### config.mk
export PLATFORM = sky130hd
export DESIGN_NAME = led_pwm_fader
export DESIGN_NICKNAME = d
export VERILOG_FILES = /design/src/rtl/led_pkg.sv /design/src/rtl/led_fade_channel.sv /design/src/rtl/led_pwm_fader.sv
export SDC_FILE = /design/constraint.sdc
export NUM_CORES = 1
export LEC_CHECK = 0
export CORE_AREA = 2 2 54 94
export DETAILED_ROUTE_END_ITERATION = 7
export DIE_AREA = 0 0 56 96
export GPL_TIMING_DRIVEN = 0
export PLACE_DENSITY = 0.88
export SLEW_MARGIN = 30
export SYNTH_ARGS = -nofsm -noshare
export SYNTH_HDL_FRONTEND = slang
export SYNTH_SLANG_ARGS = --single-unit
### constraint.sdc
create_clock -name CLK -period 3.2 [get_ports CLK]
set_input_delay 0.64 -clock CLK [delete_from_list [all_inputs] [get_ports CLK]]
set_output_delay 0.64 -clock CLK [all_outputs]
set_load 0.01 [all_outputs]
### src/rtl/led_pkg.sv
// Shared constants for the LED PWM fader: channel count, channel map and fade state encoding.
package led_pkg;

    localparam int LED_CH   = 4;
    localparam int CH_RUN0  = 0;
    localparam int CH_RUN1  = 1;
    localparam int CH_RUN2  = 2;
    localparam int CH_FLASH = 3;

    typedef enum logic [1:0] {
        ST_OFF  = 2'b00,
        ST_RISE = 2'b01,
        ST_ON   = 2'b10,
        ST_FALL = 2'b11
    } led_state_t;

endpackage

### src/rtl/led_fade_channel.sv
// One fader channel: brightness level ramp, fade state, duty mapping and PWM compare.
// Optional square-law duty curve when LED_PWM_GAMMA_EN is defined.
module led_fade_channel
    import led_pkg::*;
#(
    parameter int PWM_BITS = 4
) (
    input  logic                clk,
    input  logic                rst_n,
    input  logic [PWM_BITS-1:0] pwm_cnt,
    input  logic                fade_tick,
    input  logic                tgt,
    output logic                led
);

    localparam logic [PWM_BITS-1:0] LVL_MAX = {PWM_BITS{1'b1}};
    localparam logic [PWM_BITS-1:0] LVL_MIN = {PWM_BITS{1'b0}};
    localparam logic [PWM_BITS-1:0] LVL_ONE = PWM_BITS'(1);

    logic [PWM_BITS-1:0] level_r;
    logic [PWM_BITS-1:0] level_nxt_s;
    logic [PWM_BITS-1:0] duty_s;
    led_state_t          state_r;
    led_state_t          state_nxt_s;
    logic                led_r;
    logic                led_nxt_s;

    // Level moves one step toward the target, only on a fade tick.
    always_comb begin
        level_nxt_s = level_r;
        if (fade_tick && tgt && (level_r != LVL_MAX)) begin
            level_nxt_s = level_r + LVL_ONE;
        end else if (fade_tick && !tgt && (level_r != LVL_MIN)) begin
            level_nxt_s = level_r - LVL_ONE;
        end else begin
            level_nxt_s = level_r;
        end
    end

    // Level and state registers.
    always_ff @(posedge clk or negedge rst_n) begin
        if (!rst_n) begin
            level_r <= LVL_MIN;
            state_r <= ST_OFF;
        end else begin
            level_r <= level_nxt_s;
            state_r <= state_nxt_s;
        end
    end

    // Next-state logic; a reversal keeps the current level and just flips direction.
    always_comb begin
        state_nxt_s = state_r;
        case (state_r)
            ST_OFF: begin
                if (fade_tick && tgt) begin
                    state_nxt_s = (level_nxt_s == LVL_MAX) ? ST_ON : ST_RISE;
                end else begin
                    state_nxt_s = ST_OFF;
                end
            end
            ST_RISE: begin
                if (level_nxt_s == LVL_MAX) begin
                    state_nxt_s = ST_ON;
                end else if (fade_tick && !tgt) begin
                    state_nxt_s = (level_nxt_s == LVL_MIN) ? ST_OFF : ST_FALL;
                end else begin
                    state_nxt_s = ST_RISE;
                end
            end
            ST_ON: begin
                if (fade_tick && !tgt) begin
                    state_nxt_s = (level_nxt_s == LVL_MIN) ? ST_OFF : ST_FALL;
                end else begin
                    state_nxt_s = ST_ON;
                end
            end
            ST_FALL: begin
                if (level_nxt_s == LVL_MIN) begin
                    state_nxt_s = ST_OFF;
                end else if (fade_tick && tgt) begin
                    state_nxt_s = (level_nxt_s == LVL_MAX) ? ST_ON : ST_RISE;
                end else begin
                    state_nxt_s = ST_FALL;
                end
            end
            default: state_nxt_s = ST_OFF;
        endcase
    end

`ifdef LED_PWM_GAMMA_EN
    logic [2*PWM_BITS-1:0] level_sq_s;
    assign level_sq_s = {{PWM_BITS{1'b0}}, level_r} * {{PWM_BITS{1'b0}}, level_r};
    assign duty_s     = PWM_BITS'(level_sq_s >> PWM_BITS);
`else
    assign duty_s     = level_r;
`endif

    // Output decode: full level is a steady 1, zero level a steady 0, else compare.
    always_comb begin
        led_nxt_s = 1'b0;
        case (state_r)
            ST_ON:  led_nxt_s = 1'b1;
            ST_OFF: led_nxt_s = 1'b0;
            default: begin
                if (level_r == LVL_MAX) begin
                    led_nxt_s = 1'b1;
                end else if (level_r == LVL_MIN) begin
                    led_nxt_s = 1'b0;
                end else begin
                    led_nxt_s = (pwm_cnt < duty_s);
                end
            end
        endcase
    end

    // Registered pad drive.
    always_ff @(posedge clk or negedge rst_n) begin
        if (!rst_n) begin
            led_r <= 1'b0;
        end else begin
            led_r <= led_nxt_s;
        end
    end

    assign led = led_r;

endmodule

### src/rtl/led_pwm_fader.sv
// LED PWM fader: turns on/off pattern lines into linearly faded PWM pad drive.
// Define LED_PWM_GAMMA_EN for a square-law duty curve in every channel.
module led_pwm_fader
    import led_pkg::*;
#(
    parameter int PWM_BITS = 4,
    parameter int FADE_DIV = 1
) (
    input  logic       CLK,
    input  logic       RSTn,
    input  logic [2:0] Run_LED_in,
    input  logic       Flash_LED_in,
    output logic [3:0] LED_out
);

    localparam int DIV_W = (FADE_DIV > 1) ? $clog2(FADE_DIV) : 1;
    localparam logic [DIV_W-1:0]    DIV_LAST = DIV_W'(FADE_DIV - 1);
    localparam logic [PWM_BITS-1:0] PWM_MAX  = {PWM_BITS{1'b1}};

    logic [LED_CH-1:0]   tgt_in_s;
    logic [LED_CH-1:0]   tgt_r;
    logic [PWM_BITS-1:0] pwm_cnt_r;
    logic [DIV_W-1:0]    fade_div_cnt_r;
    logic                period_end_s;
    logic                fade_tick_s;
    logic [LED_CH-1:0]   led_s;

    // Map the pattern lines onto channel indices.
    always_comb begin
        tgt_in_s           = {LED_CH{1'b0}};
        tgt_in_s[CH_RUN0]  = Run_LED_in[0];
        tgt_in_s[CH_RUN1]  = Run_LED_in[1];
        tgt_in_s[CH_RUN2]  = Run_LED_in[2];
        tgt_in_s[CH_FLASH] = Flash_LED_in;
    end

    // Single input register; source shares this clock.
    always_ff @(posedge CLK or negedge RSTn) begin
        if (!RSTn) begin
            tgt_r <= {LED_CH{1'b0}};
        end else begin
            tgt_r <= tgt_in_s;
        end
    end

    assign period_end_s = (pwm_cnt_r == PWM_MAX);
    assign fade_tick_s  = period_end_s && (fade_div_cnt_r == DIV_LAST);

    // Free-running PWM counter, wraps naturally at max.
    always_ff @(posedge CLK or negedge RSTn) begin
        if (!RSTn) begin
            pwm_cnt_r <= {PWM_BITS{1'b0}};
        end else begin
            pwm_cnt_r <= pwm_cnt_r + PWM_BITS'(1);
        end
    end

    // Period divider producing the fade tick.
    always_ff @(posedge CLK or negedge RSTn) begin
        if (!RSTn) begin
            fade_div_cnt_r <= {DIV_W{1'b0}};
        end else if (fade_tick_s) begin
            fade_div_cnt_r <= {DIV_W{1'b0}};
        end else if (period_end_s) begin
            fade_div_cnt_r <= fade_div_cnt_r + DIV_W'(1);
        end else begin
            fade_div_cnt_r <= fade_div_cnt_r;
        end
    end

    for (genvar ch = 0; ch < LED_CH; ch++) begin : g_ch
        led_fade_channel #(
            .PWM_BITS (PWM_BITS)
        ) u_ch (
            .clk       (CLK),
            .rst_n     (RSTn),
            .pwm_cnt   (pwm_cnt_r),
            .fade_tick (fade_tick_s),
            .tgt       (tgt_r[ch]),
            .led       (led_s[ch])
        );
    end

    assign LED_out = led_s;

endmodule

==> results of run 1 <==
## final cells by class
class / instances / area (sq um)
multi-input combinational: 237 / 1570
buffer: 20 / 135
tap: 52 / 65.1
fill: 382 / 1590
timing repair buffer: 10 / 105
inverter: 39 / 146
sequential: 37 / 926
clock buffer: 7 / 86.3
## kinds of logic after synthesis
family	after synthesis	share of synthesized area [%]
AND/OR/NAND/NOR	101	20.1
multiplexers	2	0.855
buffers and inverters	59	10.1
adder cells (fa/ha/maj)	21	9.45
flip-flops	37	33.3
XOR/XNOR	8	2.52
AO/OA/AOI/OAI	105	23.6
## power groups by stage
stage | registers, uW | logic (uW) | clock network, uW
3_5_place_dp | 623 | 540 | 0
6_report | 617 | 548 | 326
5_1_grt | 627 | 623 | 352
4_1_cts | 614 | 546 | 336
3_3_place_gp | 620 | 519 | 0
2_1_floorplan | 601 | 413 | 0
## stage by stage
step                      util [%]  cell area (sq um)
after global routing          65.7               3040
after global placement        63.5               2940
after floorplan                  -               2780
after detailed placement      63.8               2950
after CTS                     65.7               3040
final                         65.7               3040
## routing by layer
layer	wire length [um]	part of all wire (%)
met1	2410	39
met2	3490	56
met3	129	2.1
met4	209	3.3
met5	0	0
## worst max-delay path: stages, from the launching register on
cell and delay [ns]:
dfrtp_1 0.46, ha_1 0.32, and4b_4 0.32, buf_6 0.17, buf_2 0.24, nand3_1 0.13
xnor2_1 0.18, nor4_1 0.38, inv_1 0.11, a22o_1 0.23
## placed cells by master (no fill, tap or decap), types with 4 or more instances in the layout
cell type	n
a21boi_0	4
a21oi_1	25
a31oi_1	14
and3_1	4
buf_2	6
buf_4	4
clkbuf_1	5
clkbuf_8	7
clkdlybuf4s50_1	8
dfrtp_1	37
ha_1	21
inv_1	37
nand2_1	22
nand3_1	17
nand4_1	6
nor2_1	17
nor3_1	8
nor4_1	5
o211ai_1	4
o21a_1	4
o21ai_0	21
o21ai_1	9
o31a_1	4
xnor2_1	7
## sequential cells by signal, indices dropped and copies added (netlist names)
name               count
fade_div_cnt_r         1
g_ch.u_ch.duty_s      16
g_ch.u_ch.led          4
g_ch.u_ch.state_r      8
pwm_cnt_r              4
tgt_r                  4
## how the worst max path moves through the flow
stage                                       from  slack, ns                      end
after global routing      g_ch[2].u_ch.duty_s[1]       0.31  g_ch[2].u_ch.state_r[0]
after CTS                           pwm_cnt_r[1]       0.53  g_ch[3].u_ch.state_r[0]
after floorplan                     pwm_cnt_r[1]       1.01  g_ch[3].u_ch.state_r[0]
after detailed placement            pwm_cnt_r[1]       0.53  g_ch[3].u_ch.state_r[0]
after global placement              pwm_cnt_r[1]       0.62  g_ch[3].u_ch.state_r[0]
final                               pwm_cnt_r[1]       0.54  g_ch[3].u_ch.state_r[0]
==> reports/metrics.cfg, run 1 <==
[routing]
routed_wl_um = 6240
viasPerCell = 6.24
dr.pass1.iters = 5
num_vias = 2508
route.detailed.drc = 0
ant_nets = 0
wl_per_cell_um = 15.5
drt_iter0_drc = 72

[global_routing]
met2_usage_pct = 45.7
grt_util_met3_pct = 3.63
globalRouteMet1Util_pct = 26.2
grt_usage_pct = 24.9
grt_pass1_vias = 2446
grt_max_degree = 27
grt-ovfl-total = 0
top_usage_layer = met2
grt_antenna_before_repair = 0
grt_pass1_wl_um = 10600

[clock_tree]
cts_tree = yes
htreeDepth = 2
clk_pin_slew_ns = 0.07
cts.root.buffer_cell = clkbuf_8
ctsResizeCount = 0
cts_buffer_depth = 2
cts_hold_buf = 0
clock-sinks = 37
numCtsBuffers = 5
postCtsSetupRepairBufs = 0
insertion_delay_ns = 0.29

[timing]
fmax_mhz = 376
hold_violations = 0
max_slew_margin_pct = 64.8
finalSetupTns_ns = 0
setup_violations = 0
worst_pin_slew_ns = 0.527
fin_ws_ns = 0.543
period_share_pct = 83.0
maxSlewViolCount = 0
period_minus_slack_ns = 2.66
rsz0062_at_grt = no
skew_ns = 0.00485
timing.hold.ws_ns = 0.225

[placement]
post-place-cells = 395
dp_slack_ns = 0.533
dp_hpwl_um = 4600
gp_congestion = 0.929
port_buffers = 9

[setup_path]
cp.arrival_ns = 2.84
cp_max_fo = 10
endpoint_kind = flip-flop
crit_type = reg2reg
required_ns = 3.38
r2r_cells = 9
timing.rr.start = pwm_cnt_r[1]
reg2reg_slack_ns = 0.54
r2r_end = g_ch[3].u_ch.state_r[0]
critPathLaunchType = flip-flop

[synth]
syn_inst = 333
synth_top_area_share_pct = 33.3
synthTopCellsByCount = 37 x dfrtp_1, 37 x inv_1, 25 x a21oi_1
ys_ff_latch = 37
async_flop_share_pct = 100
syn_avg_cell_area_sq_um = 8.35
syn_nets = 360
synth.yosys.seq_area_share_pct = 33.3
ys.flop_type = dfrtp_1
synth_edf_count = 0
synth_cell_types = 59
synth_area_leaders = dfrtp_1 33%, ha_1 9.5%, inv_1 5.0%
synth_area_sq_um = 2780
yosys_warnings = 0
synth_area_leader_cell = dfrtp_1

[power_and_ir_drop]
p_clk_share_pct = 21.9
p_total_uw = 1490
powerDensity_nw_per_um2 = 491
intPower_uw = 957
sequentialPowerShare_pct = 41.4
peakVddDrop_uv = 461
leakagePower_uw = 0.00140
p_sw_share_pct = 35.8
power_frac_comb_pct = 36.7
p_sw_uw = 534

[final_layout]
layout-drive-gt1-share_pct = 10.0
n_antenna_cell = 0
finalNetCount = 377
layout.cells.non_filler = 402
syn_to_final_growth_pct = 9.23

[die]
die_height_um = 96
core_sq_um = 4620
dieArea_sq_um = 5380
initial_core_util_pct = 60.1
die_w_um = 56
io_pins = 10
placementRows = 33

[min_path]
hold_class = in2async

[outcome]
status = completed

[run]
drv_cap = 0

(Power assumes the default switching activity.)
==> run 2: changes to the inputs <==
--- a/config.mk
+++ b/config.mk
@@ -5,11 +5,11 @@
 export SDC_FILE = /design/constraint.sdc
 export NUM_CORES = 1
 export LEC_CHECK = 0
-export CORE_AREA = 2 2 54 94
+export CORE_AREA = 2 2 57 99
 export DETAILED_ROUTE_END_ITERATION = 7
-export DIE_AREA = 0 0 56 96
+export DIE_AREA = 0 0 59 101
 export GPL_TIMING_DRIVEN = 0
-export PLACE_DENSITY = 0.88
+export PLACE_DENSITY = 0.83
 export SLEW_MARGIN = 30
 export SYNTH_ARGS = -nofsm -noshare
 export SYNTH_HDL_FRONTEND = slang
==> constraint.sdc (replaced) <==
create_clock -name CLK -period 2.25 [get_ports CLK]
set_input_delay 0.45 -clock CLK [delete_from_list [all_inputs] [get_ports CLK]]
set_output_delay 0.45 -clock CLK [all_outputs]
set_load 0.01 [all_outputs]
==> reports/metrics.cfg, run 2 (same netlist as run 1, synthesis figures left out) <==
[timing]
period_share_pct = 104  ; +21 points
timing.hold.ws_ns = 0.0265  ; -0.198 ns
skew_ns = 0.00359  ; -0.00126 ns
finalSetupTns_ns = -0.115  ; -0.115 ns
worst_pin_slew_ns = 0.534  ; +0.00749 ns
max_slew_margin_pct = 64.4  ; -0.42 points
setup_violations = 2  ; +2
fin_ws_ns = -0.0819  ; -0.625 ns
maxSlewViolCount = 0  ; unchanged
period_minus_slack_ns = 2.33  ; -0.325 ns
fmax_mhz = 429  ; +14%
hold_violations = 0  ; unchanged
rsz0062_at_grt = yes

[outcome]
violations = setup timing
status = finished, violations left

[setup_path]
cp.arrival_ns = 2.50  ; -0.34 ns
r2r_end = g_ch[1].u_ch.state_r[1]
endpoint_kind = flip-flop
r2r_cells = 12  ; +3
slowest_stage = dfrtp_1
critPathLaunchType = flip-flop
path_cells = ha_4 > buf_6 > nand4b_4 > buf_8 > buf_4 > buf_4 > buf_6 > and3_1 > a31oi_1 > o21ai_0 > a21oi_1 > a21oi_1
cp_top_family = buffers and inverters
reg2reg_slack_ns = -0.08  ; -0.63 ns
timing.rr.start = pwm_cnt_r[0]
crit_type = reg2reg
cp_max_fo = 10  ; unchanged
required_ns = 2.42  ; -0.96 ns
slowest_delay_ns = 0.43  ; -0.03 ns
cp_num_buf_inv = 5  ; +2

[die]
placementRows = 35  ; +6.1%
dieArea_sq_um = 5960  ; +11%
die_w_um = 59  ; +5.4%
initial_core_util_pct = 53.8  ; -6.3 points
io_pins = 10  ; unchanged
die_height_um = 101  ; +5.2%
core_sq_um = 5170  ; +12%

[clock_tree]
cts_buffer_depth = 2  ; unchanged
cts_hold_buf = 0  ; unchanged
numCtsBuffers = 5  ; unchanged
cts.root.buffer_cell = clkbuf_8
cts_tree = yes
insertion_delay_ns = 0.29  ; about the same
htreeDepth = 2  ; unchanged
clock-sinks = 37  ; unchanged
clk_pin_slew_ns = 0.07  ; about the same

[global_routing]
grt_pass1_vias = 2573  ; +5.2%
grt_antenna_before_repair = 0  ; unchanged
grt_usage_pct = 23.6  ; -1.3 points
grt_max_degree = 28  ; +3.7%
grt-ovfl-total = 0  ; unchanged
grt_pass1_wl_um = 11000  ; +3.4%

[final_layout]
layout_common_cells = 31 x buf_4, 29 x inv_1, 28 x dfrtp_1
layout-drive-gt1-share_pct = 29.7  ; +20 points
n_antenna_cell = 0  ; unchanged
final_common_cell = buf_4
fillers = 368  ; -3.7%
layout.cells.non_filler = 436  ; +8.5%
largest_reg_flops = 16  ; unchanged
finalNetCount = 408  ; +8.2%
syn_to_final_growth_pct = 29.0

[routing]
drt_iter0_drc = 161  ; +120%
dr.pass1.iters = 5  ; unchanged
viasPerCell = 6.49  ; +4.0%
routed_wl_um = 8010  ; +28%
ant_nets = 0  ; unchanged
wl_per_cell_um = 18.4  ; +18%
route.detailed.drc = 0  ; unchanged
num_vias = 2829  ; +13%

[placement]
dp_hpwl_um = 4620  ; +0.37%
port_buffers = 9  ; unchanged
post-place-cells = 398  ; +0.76%
gp_congestion = 0.927  ; -0.19%
dp_slack_ns = -0.347  ; -0.880 ns

[power_and_ir_drop]
leakagePower_uw = 0.00162  ; +16%
powerDensity_nw_per_um2 = 682  ; +39%
peakVddDrop_uv = 551  ; +20%

[min_path]
hold_class = in2async

[run]
drv_cap = 0  ; unchanged

[run 2: changes by cell type in the layout (fill, tap and decap cells not counted), sizes merged]
cell    before  now
nand4b       1    2
buf         16   46
[run 2: worst max path at each step]
stage                            from                      end  slack [ns]  cells after the start
6_report                 pwm_cnt_r[0]  g_ch[1].u_ch.state_r[1]       -0.08                     12
5_1_grt        g_ch[1].u_ch.duty_s[0]  g_ch[1].u_ch.state_r[0]       -0.16                      9
4_1_cts        g_ch[0].u_ch.duty_s[1]  g_ch[0].u_ch.state_r[0]       0.004                      9
3_5_place_dp             pwm_cnt_r[1]  g_ch[3].u_ch.state_r[0]       -0.35                      9
3_3_place_gp             pwm_cnt_r[1]  g_ch[3].u_ch.state_r[0]       -0.29                      9
2_1_floorplan            pwm_cnt_r[1]  g_ch[3].u_ch.state_r[0]        0.06                      9
[run 2: final cells by class]
class | instances | area, sq um | area share (%)
Timing Repair Buffer | 40 | 350 | 9.77
Sequential cell | 37 | 937 | 26.1
Multi-Input combinational cell | 238 | 1840 | 51.2
Tap cell | 55 | 68.8 | 1.92
Inverter | 39 | 146 | 4.08
Buffer | 20 | 161 | 4.50
Clock buffer | 7 | 86.3 | 2.41
[run 2: routing by layer]
metal	share of wire, %	up-vias	track usage (%)	routed length, um
met5	0	-	0	0
met4	7.5	0	16.4	599
met3	3.3	56	2.05	266
met2	53	117	42.4	4270
met1	36	1363	24.8	2870
li1	-	1293	-	-
[run 2: stage by stage]
step	cell area, sq um	utilization (%)	total power (uW)
after global routing	3590	69.4	2600
final	3590	69.4	2450
after CTS	3200	62.0	2210
after detailed placement	2950	57.2	1660
after global placement	2940	56.9	1620
after floorplan	2780	-	1440
[run 2: where the power goes]
part | internal (uW) | leakage, uW | switching (uW)
registers | 766 | 0.000419 | 112
clock network | 243 | 0.0000443 | 225
logic | 526 | 0.00116 | 575
[run 2: what timing repair did]
action / 4_1_cts / 5_1_grt
buffers inserted: 9 / 21
endpoints found under the setup margin: 8 / 8
pin swaps: 5 / 17
gates cloned: 0 / 1
gates resized for setup: 27 / 52
==> run 3: changes to the inputs <==
--- a/config.mk
+++ b/config.mk
@@ -5,11 +5,12 @@
 export SDC_FILE = /design/constraint.sdc
 export NUM_CORES = 1
 export LEC_CHECK = 0
-export CORE_AREA = 2 2 57 99
+export CORE_AREA = 2 2 53 92
 export DETAILED_ROUTE_END_ITERATION = 7
-export DIE_AREA = 0 0 59 101
+export DIE_AREA = 0 0 55 94
 export GPL_TIMING_DRIVEN = 0
-export PLACE_DENSITY = 0.83
+export PLACE_DENSITY = 0.9
+export REMOVE_ABC_BUFFERS = 1
 export SLEW_MARGIN = 30
 export SYNTH_ARGS = -nofsm -noshare
 export SYNTH_HDL_FRONTEND = slang
==> constraint.sdc (replaced) <==
create_clock -name CLK -period 3 [get_ports CLK]
set_input_delay 0.6 -clock CLK [delete_from_list [all_inputs] [get_ports CLK]]
set_output_delay 0.6 -clock CLK [all_outputs]
set_load 0.01 [all_outputs]
==> reports/metrics.cfg, run 3 (same netlist as run 1, synthesis figures left out) <==
[final_layout]
syn_to_final_growth_pct = 5.13
final_core_util_pct = 66.4  ; -3.0 points
layout-drive-gt1-share_pct = 6.95  ; -23 points
n_antenna_cell = 0  ; unchanged
layout_common_cells = 37 x inv_1, 37 x dfrtp_1, 25 x a21oi_1
finalNetCount = 357  ; -13%
design_area_sq_um = 2920  ; -18%
largest_reg_flops = 16  ; unchanged

[timing]
setup_violations = 0  ; -2
fmax_mhz = 374  ; -13%
skew_ns = 0.00635  ; +0.00276 ns
max_slew_margin_pct = 66.7  ; +2.3 points
period_minus_slack_ns = 2.67  ; +0.343 ns
maxSlewViolCount = 0  ; unchanged
hold_violations = 0  ; unchanged
rsz0062_at_grt = no
worst_pin_slew_ns = 0.498  ; -0.0357 ns
period_share_pct = 89.2  ; -14 points
finalSetupTns_ns = 0  ; +0.115 ns

[power_and_ir_drop]
peakVddDrop_uv = 419  ; -24%
powerDensity_nw_per_um2 = 543  ; -20%
p_total_uw = 1590  ; -35%
leakagePower_uw = 0.00134  ; -17%

[routing]
route.detailed.drc = 0  ; unchanged
drt_iter0_drc = 39  ; -76%
routed_wl_um = 5880  ; -27%
num_vias = 2420  ; -14%
viasPerCell = 6.34  ; -2.4%
dr.pass1.iters = 4  ; -1
ant_nets = 0  ; unchanged
wl_per_cell_um = 15.4  ; -16%

[setup_path]
r2r_cells = 8  ; -4
critPathLaunchType = flip-flop
slowest_delay_ns = 0.49  ; +0.06 ns
slowest_stage = a2111o_1
crit_end = g_ch[3].u_ch.state_r[0]
required_ns = 3.18  ; +0.76 ns
path_cells = ha_1 > nand4b_4 > a2111o_1 > a21oi_1 > nor3_1 > nor4_1 > inv_1 > a22o_1
startpoint = pwm_cnt_r[1]
reg2reg_slack_ns = 0.33  ; +0.41 ns
r2r_end = g_ch[3].u_ch.state_r[0]
endpoint_kind = flip-flop
crit_type = reg2reg
cp_max_fo = 27  ; +17
cp.arrival_ns = 2.86  ; +0.36 ns
timing.rr.start = pwm_cnt_r[1]

[die]
die_height_um = 94  ; -6.9%
core_sq_um = 4400  ; -15%
initial_core_util_pct = 63.1  ; +9.3 points
die_w_um = 55  ; -6.8%
placementRows = 32  ; -8.6%
io_pins = 10  ; unchanged
dieArea_sq_um = 5170  ; -13%

[placement]
port_buffers = 9  ; unchanged
gp_congestion = 0.883  ; -4.7%
dpl_cell_area_sq_um = 2820  ; -4.5%
dp_hpwl_um = 4350  ; -5.8%

[clock_tree]
postCtsSetupRepairBufs = 0  ; -9
insertion_delay_ns = 0.30  ; about the same
clock-sinks = 37  ; unchanged
cts_tree = yes
clk_pin_slew_ns = 0.07  ; about the same
htreeDepth = 2  ; unchanged
ctsResizeCount = 0  ; -100%
numCtsBuffers = 5  ; unchanged
cts_hold_buf = 0  ; unchanged
cts_buffer_depth = 2  ; unchanged
cts.root.buffer_cell = clkbuf_8

[global_routing]
grt_pass1_vias = 2532  ; -1.6%
grt_usage_pct = 27.1  ; +3.5 points
grt_pass1_wl_um = 10500  ; -4.6%
grt_antenna_before_repair = 0  ; unchanged
grt-ovfl-total = 0  ; unchanged
grt_max_degree = 32  ; +14%

[min_path]
hold_class = in2async

[outcome]
status = completed

[run]
drv_cap = 0  ; unchanged

## run 3: cell count changes in the layout (fill, tap and decap cells not counted), moves of 5 or more
cell     before  now
inv_1        29   37
dfrtp_2       9    0
dfrtp_1      28   37
ha_4          5    0
buf_4        31    0
inv_2        10    2
ha_1         16   21
## run 3: through the flow
stage / std cells / setup slack [ns] / hold slack, ns
detailed placement: 374 / 0.330 / 0.503
CTS: 382 / 0.315 / 0.255
floorplan: 313 / 0.683 / 0.304
global route: 382 / 0.0472 / 0.270
global placement: 373 / 0.358 / 0.494
finish: 382 / 0.325 / 0.251
## run 3: routing by layer
layer | routed length [um] | track usage, % | vias up
met5 | 0 | 0 | -
met1 | 2270 | 29.1 | 1149
met2 | 3280 | 46.0 | 66
met4 | 110 | 16.3 | 0
met3 | 220 | 5.73 | 13
li1 | - | - | 1192
## run 3: worst min-delay path by stage
stage | from | depth (start not counted) | endpoint
2_1_floorplan | RSTn | 0 | fade_div_cnt_r
3_3_place_gp | fade_div_cnt_r | 2 | fade_div_cnt_r
3_5_place_dp | pwm_cnt_r[0] | 1 | pwm_cnt_r[0]
4_1_cts | RSTn | 1 | tgt_r[1]
5_1_grt | RSTn | 1 | tgt_r[1]
6_report | RSTn | 1 | tgt_r[1]
## run 3: cell type report
type,count,area (sq um)
timing repair buffer,10,113
sequential,37,926
tap,51,63.8
fill,375,1480
multi-input combinational,237,1570
inverter,39,146
clock inverter,1,5.00
clock buffer,7,96.3
## run 3: critical path: cells and delay by family, from the launching register on
family | cells | cell delay (ns)
simple gates | 3 | 0.81
buf+inv | 1 | 0.12
fa+ha+maj | 1 | 0.31
flops | 1 | 0.45
compound gates | 3 | 0.86
## run 3: report_power, final
group	switching (uW)	total, uW	internal, uW
logic	275	511	236
clock network	179	386	208
registers	118	689	571
